==> src/rtl/sip_phaser_out.sv <==
`default_nettype none
//------------------------------------------------------------------------------
// Module  : sip_phaser_out
// Brief   : DDR byte-lane output phaser core: divided clock, tap registers,
//           OSERDES reset and burst tristate/read-enable controls.
// Revision: 1.0
//------------------------------------------------------------------------------
module sip_phaser_out #(
    parameter int CLKOUT_DIV      = 4,
    parameter int CLKOUT_DIV_POS  = 2,
    parameter int COARSE_DELAY    = 0,
    parameter int FINE_DELAY      = 0,
    parameter int OCLK_DELAY      = 0,
    parameter bit DATA_CTL_N      = 1'b0,
    parameter bit DATA_RD_CYCLES  = 1'b0,
    parameter bit SYNC_IN_DIV_RST = 1'b0,
    parameter bit EN_OSERDES_RST  = 1'b0
) (
    input  logic       i_freqrefclk,
    input  logic       i_rst_n,
    input  logic       i_coarseenable,
    input  logic       i_coarseinc,
    input  logic       i_fineenable,
    input  logic       i_fineinc,
    input  logic       i_selfineoclkdelay,
    input  logic       i_counterloaden,
    input  logic [8:0] i_counterloadval,
    input  logic       i_counterreaden,
    input  logic       i_syncin,
    input  logic       i_burstpending,
    output logic       o_oclkdiv,
    output logic       o_coarseoverflow,
    output logic       o_fineoverflow,
    output logic [8:0] o_counterreadval,
    output logic       o_oserdesrst,
    output logic       o_rdenable,
    output logic [1:0] o_dqsbus,
    output logic [1:0] o_ctsbus,
    output logic [1:0] o_dtsbus
);

    localparam logic [3:0] c_div_last = 4'(CLKOUT_DIV - 1);
    localparam logic [3:0] c_div_pos  = 4'(CLKOUT_DIV_POS);

    logic [3:0] r_div_cnt;
    logic [3:0] w_div_nxt;
    logic       w_tick;
    logic       r_tick_seen;
    logic [5:0] r_coarse_tap;
    logic [5:0] r_fine_tap;
    logic [5:0] r_oclk_tap;
    logic [5:0] w_sel_tap;
    logic [5:0] w_sel_step;
    logic       w_fine_sat;
    logic       w_coarse_sat;
    logic       r_burst;
    logic       w_unused_load_bits;

    assign w_unused_load_bits = ^i_counterloadval[8:6];

    // ---------------- divider ----------------
    assign w_tick = (r_div_cnt == c_div_last);

    always_comb begin
        w_div_nxt = r_div_cnt + 4'd1;
        if (w_tick) begin
            w_div_nxt = 4'd0;
        end
        if (SYNC_IN_DIV_RST && i_syncin) begin
            w_div_nxt = 4'd0;
        end
    end

    always_ff @(posedge i_freqrefclk or negedge i_rst_n) begin
        if (!i_rst_n) begin
            r_div_cnt <= 4'd0;
            o_oclkdiv <= 1'b1;
        end else begin
            r_div_cnt <= w_div_nxt;
            o_oclkdiv <= (w_div_nxt < c_div_pos);
        end
    end

    // OSERDES reset releases on the second divider tick after reset.
    always_ff @(posedge i_freqrefclk or negedge i_rst_n) begin
        if (!i_rst_n) begin
            r_tick_seen  <= 1'b0;
            o_oserdesrst <= EN_OSERDES_RST;
        end else if (w_tick) begin
            r_tick_seen <= 1'b1;
            if (r_tick_seen) begin
                o_oserdesrst <= 1'b0;
            end
        end
    end

    // ---------------- coarse tap ----------------
    assign w_coarse_sat = i_coarseinc ? (r_coarse_tap == 6'd63) : (r_coarse_tap == 6'd0);

    always_ff @(posedge i_freqrefclk or negedge i_rst_n) begin
        if (!i_rst_n) begin
            r_coarse_tap     <= 6'(COARSE_DELAY);
            o_coarseoverflow <= 1'b0;
        end else if (i_coarseenable) begin
            if (w_coarse_sat) begin
                o_coarseoverflow <= 1'b1;
            end else begin
                o_coarseoverflow <= 1'b0;
                r_coarse_tap     <= i_coarseinc ? r_coarse_tap + 6'd1 : r_coarse_tap - 6'd1;
            end
        end
    end

    // ---------------- fine / OCLK taps ----------------
    assign w_sel_tap  = i_selfineoclkdelay ? r_oclk_tap : r_fine_tap;
    assign w_sel_step = i_fineinc ? w_sel_tap + 6'd1 : w_sel_tap - 6'd1;
    assign w_fine_sat = i_fineinc ? (w_sel_tap == 6'd63) : (w_sel_tap == 6'd0);

    always_ff @(posedge i_freqrefclk or negedge i_rst_n) begin
        if (!i_rst_n) begin
            r_fine_tap     <= 6'(FINE_DELAY);
            r_oclk_tap     <= 6'(OCLK_DELAY);
            o_fineoverflow <= 1'b0;
        end else if (i_counterloaden) begin
            if (i_selfineoclkdelay) begin
                r_oclk_tap <= i_counterloadval[5:0];
            end else begin
                r_fine_tap <= i_counterloadval[5:0];
            end
            o_fineoverflow <= 1'b0;
        end else if (i_fineenable) begin
            if (w_fine_sat) begin
                o_fineoverflow <= 1'b1;
            end else begin
                o_fineoverflow <= 1'b0;
                if (i_selfineoclkdelay) begin
                    r_oclk_tap <= w_sel_step;
                end else begin
                    r_fine_tap <= w_sel_step;
                end
            end
        end
    end

    always_ff @(posedge i_freqrefclk or negedge i_rst_n) begin
        if (!i_rst_n) begin
            o_counterreadval <= 9'd0;
        end else if (i_counterreaden) begin
            o_counterreadval <= {3'b000, w_sel_tap};
        end
    end

    // ---------------- burst controls ----------------
    always_ff @(posedge i_freqrefclk or negedge i_rst_n) begin
        if (!i_rst_n) begin
            r_burst <= 1'b0;
        end else if (w_tick) begin
            r_burst <= i_burstpending;
        end
    end

    assign o_dqsbus   = r_burst ? 2'b10 : 2'b00;
    assign o_rdenable = DATA_RD_CYCLES & r_burst;
    assign o_dtsbus   = DATA_CTL_N ? 2'b00 : {2{~r_burst}};
    assign o_ctsbus   = DATA_CTL_N ? {2{~r_burst}} : 2'b00;

endmodule
`default_nettype wire

==> config.mk <==
export PLATFORM = sky130hd
export DESIGN_NAME = sip_phaser_out
export DESIGN_NICKNAME = d
export VERILOG_FILES = /design/src/rtl/sip_phaser_out.sv
export SDC_FILE = /design/constraint.sdc
export NUM_CORES = 1
export LEC_CHECK = 0
export BUFFER_PORTS_ARGS = -buffer_cell sky130_fd_sc_hd__clkbuf_2
export CAP_MARGIN = 5
export CORE_AREA = 2 2 73 75
export DETAILED_ROUTE_END_ITERATION = 8
export DIE_AREA = 0 0 75 77
export SETUP_SLACK_MARGIN = 0.02
export SYNTH_ARGS = -nofsm -noshare
export SYNTH_HDL_FRONTEND = slang
export SYNTH_SLANG_ARGS = --single-unit
==> constraint.sdc <==
create_clock -name i_freqrefclk -period 2.85 [get_ports i_freqrefclk]
set_clock_uncertainty 0.2 [all_clocks]
set_input_delay 0.285 -clock i_freqrefclk [delete_from_list [all_inputs] [get_ports i_freqrefclk]]
set_output_delay 0.285 -clock i_freqrefclk [all_outputs]
set_load 0.01 [all_outputs]
==> reports/results.md <==
| Step | Quantity | Value |
| --- | --- | --- |
| cts | CTS root buffer | clkbuf_8 |
| floorplanning | Die Footprint | 0.00578 mm2 |
| power and ir drop | Internal Power | 1.22 mW |
| floorplanning | Initial core utilization | 0.390 |
| place | Count of input and output buffers | 27 |
| logic synthesis | Register bit total from synthesis | 32 |
| layout | # fillers | 484 |
| hold path | Count of cells along the worst hold path | 3 |
| sta | Transition time of the tightest slew-check pin | 0.793 ns |
| global routing | Number of global-route vias before repair | 1,338 |
| logic synthesis | Post-Syn Area | 0.00194 mm2 |
| floorplanning | # IOs | 40 |
| setup path | Crit end category | register |
| logic synthesis | Number of unique standard cell types used by synthesis | 43 |
| route | Number of DRC violations after detailed routing | 0 |
| setup path | Slowest stage delay, CP | 0.43 ns |
| sta | Final hold slack | 0.0237 ns |
| logic synthesis | Area share of the largest cell type after synthesis | 0.399 |
| layout | Diode count | 0 |
| power and ir drop | Proportion of total power due to net switching | 0.363 |
| setup path | Endpoint arrival time on the critical path | 2.36 ns |
| sta | Final setup fails | 0 |
| cts | Clock insertion delay at the later pin of the skew report | 0.28 ns |
| sta | Period Utilization, post-route | 0.840 |
| cts | Clock buffers created by TritonCTS | 5 |
| cts | Bufs on Longest Clock Path | 2 |
| setup path | Critical Path RT | 2.81 ns |
| power and ir drop | Leakage Power | 0.999 nW |
| logic synthesis | Synth Area per Inst | 11.2 um2 |
| layout | Commonest cells after routing, fill and taps aside | dfrtp_1 (31), clkbuf_2 (27), nor2_1 (12) |
| setup path | End of the worst register-to-register path | r_oclk_tap[4] |
| sta | Minimum period implied by the final worst setup slack | 2.39 ns |
| route | Overall routed net length | 3.54 mm |
| power and ir drop | Net Switching | 0.693 mW |
| sta | Setup repair after global routing missed its margin | false |
| setup path | Slack of the worst reg-to-reg path | 0.46 ns |
| setup path | Critical-path cell list | mux2i_1 -> inv_1 -> fa_1 -> a21o_1 -> a21oi_1 -> xor2_1 -> o21ai_0 -> mux2_1 |
| layout | Share of final-layout standard cells stronger than drive strength 1 | 0.272 |
| sta | Number of slew-limit violations in the final report | 0 |
| cts | Clock-pin slew reported for the worst setup and hold paths after clock tree synthesis | 0.07 ns |
| place | Hpwl dp | 2.74 mm |
| power and ir drop | Peak supply drop | 0.000561 V |
| layout | Fin nets | 236 |
| power and ir drop | Power density normalized to cell area | 860 mW/mm2 |
| setup path | Worst reg2reg path depth | 8 |
| layout | Leading cell type in the layout, fill and taps excluded | dfrtp_1 |
| logic synthesis | Area leader, netlist | dfrtp_1 |
| logic synthesis | Most instantiated flip-flop cell in the synthesis netlist | dfrtp_1 |
| global routing | Pin count of the biggest net entering global routing | 33 |
| sta | Fin. Hold Viols | 0 |
| flow run | Max-cap check violation count | 0 |
| power and ir drop | Clk pwr share | 0.187 |
| logic synthesis | EDFF count, synth | 0 |
| setup path | Element type at the critical path start | register |
| global routing | Combined global-route utilization of all metal layers | 0.140 |
| logic synthesis | Register area share after synthesis | 0.413 |
| floorplanning | Core area | 0.00498 mm2 |
| logic synthesis | Async set or reset register ratio after synthesis | 1.00 |
| sta | Post-Route Setup TNS | 0 ns |
| layout | Synthesis-to-layout area growth | 14.2% |
| logic synthesis | Gate Count Post-Synth | 174 |
| route | Drt first-iter violations | 62 |
| cts | Clock Sink Count | 32 |
| cts | H-Tree Depth | 2 |
| power and ir drop | Share of power burned in combinational logic | 0.416 |
| setup path | Slowest cell on the critical path | fa_1 |
| logic synthesis | Yosys warning total | 0 |
| status | Status | finished, final reports clean |
| route | Number of routed nets with antenna violations | 0 |
| global routing | GRT Residual Overflow | 0 |
| logic synthesis | Leading post-synthesis cells by cell area | dfrtp_1 (40%), ha_1 (5.8%), mux2_1 (5.8%), mux2_2 (5.8%), xnor2_1 (4.1%) |
| power and ir drop | Fraction of power consumed by sequential logic | 0.397 |
| setup path | Kind of critical path | reg2reg |
| place | Routability congestion estimate from global placement | 0.758 |
| hold path | Hold path startpoint | i_burstpending |
| global routing | First-pass GRT wire length | 6.17 mm |
| route | Drt via density | 4.84 |
| floorplanning | Row count | 26 |
| setup path | Maximum net fanout on the critical path | 3 |
| setup path | Source of the worst register-to-register timing path | r_oclk_tap[0] |
| route | Vias | 1,336 |
| route | Average detailed-routed wire length per instance | 12.8 um |
| route | First-pass iteration count of the detailed router | 4 |
| sta | Top achievable clock speed | 418 MHz |
| cts | Clock tree from TritonCTS | yes |
| hold path | Type of the worst min-delay path | in2reg |
| floorplanning | Width of the die | 75 um |
| floorplanning | Die height | 77 um |
| sta | Worst slew slack as a fraction of its limit | 0.472 |
| hold path | Min-Delay Endpoint | r_burst |
| cts | Post_cts resized | 0 |
| global routing | Antenna violations before repair | 0 |
-- per-layer routing --
layer / global-route usage / wire length (um)
met5: 0 / 0
met4: 0.0321 / 35
met3: 0.0473 / 187
met2: 0.227 / 1750
met1: 0.176 / 1560
-- layout make-up --
cell class | instances | area, um2 | area share
Timing Repair Buffer | 31 | 168 | 0.0756
Sequential cell | 32 | 802 | 0.362
Multi-Input combinational cell | 127 | 1040 | 0.468
Tap cell | 70 | 87.6 | 0.0395
Clock inverter | 1 | 7.51 | 0.00338
Clock buffer | 7 | 86.3 | 0.0389
Inverter | 8 | 30.0 | 0.0135
-- how the worst max path moves through the flow --
| stage | slack [ns] | startpoint | end | depth (start not counted) |
|---|---|---|---|---|
| after floorplan | 0.33 | i_selfineoclkdelay | r_fine_tap[4] | 9 |
| final | 0.46 | r_oclk_tap[0] | r_oclk_tap[4] | 8 |
| after CTS | 0.47 | r_oclk_tap[0] | r_oclk_tap[4] | 8 |
| after detailed placement | 0.23 | i_selfineoclkdelay | r_oclk_tap[4] | 8 |
| after global placement | 0.25 | i_selfineoclkdelay | r_oclk_tap[4] | 8 |
| after global routing | 0.31 | r_oclk_tap[0] | r_oclk_tap[4] | 8 |
-- worst max-delay path, delay by kind of cell, from the launching register on --
kind                     cells  cell delay (ns)
AO/OA/AOI/OAI                3             0.46
XOR/XNOR                     1             0.17
adder cells (fa/ha/maj)      1             0.43
buffers and inverters        1             0.11
flip-flops                   1             0.40
multiplexers                 2             0.51
-- cell usage after synthesis (2+ instances only) --
master and n:
buf_4 10, xor2_1 2, nand4_1 2, or4_1 3, inv_1 8, a21o_1 4
o21ai_0 8, nor3_1 3, o221ai_1 2, a21oi_1 9, mux2_2 10, nand2_1 8
mux2i_1 3, mux2_1 10, nor2_1 12, nor4_4 2, clkbuf_1 2, nand3_1 4
fa_1 2, ha_1 9, xnor2_1 9, dfrtp_1 31
-- power by group through the flow --
stage               Clock, mW  Combinational, mW  Sequential (mW)
finish                  0.358              0.794            0.757
global route            0.397              0.900            0.778
CTS                     0.371              0.805            0.759
detailed placement          0              0.797            0.767
global placement            0              0.784            0.758
floorplan                   0              0.602            0.742
-- timing repair --
| item | in CTS | in global routing |
|---|---|---|
| hold buffers | 1 | 0 |
| buffers inserted | 0 | 0 |
| hold endpoints to repair | 31 | 0 |
-- per-stage QoR --
stage | std cells | utilization | setup slack [ns] | power (mW) | area [um2]
detailed placement | 267 | 0.425 | 0.232 | 1.56 | 2110
finish | 276 | 0.446 | 0.457 | 1.91 | 2220
global route | 276 | 0.446 | 0.314 | 2.07 | 2220
CTS | 276 | 0.446 | 0.466 | 1.94 | 2220
global placement | 267 | 0.425 | 0.246 | 1.54 | 2110
floorplan | 181 | - | 0.333 | 1.34 | 1970
-- registers in the layout, summed over array words and instances, names as in the netlist --
| register | count |
|---|---|
| r_div_cnt | 4 |
| r_coarse_tap | 6 |
| o_counterreadval | 6 |
| o_fineoverflow | 1 |
| r_fine_tap | 6 |
| r_oclk_tap | 6 |
| o_oclkdiv | 1 |
| r_burst | 1 |
| o_coarseoverflow | 1 |
-- kinds of logic after synthesis --
kind of cell / synth area share
simple gates: 0.141
flops: 0.413
compound gates: 0.111
mux: 0.139
buf+inv: 0.0664
fa+ha+maj: 0.0786
xor+xnor: 0.0496
other cells: 0.00193
Power figures use the tool's default switching activity.
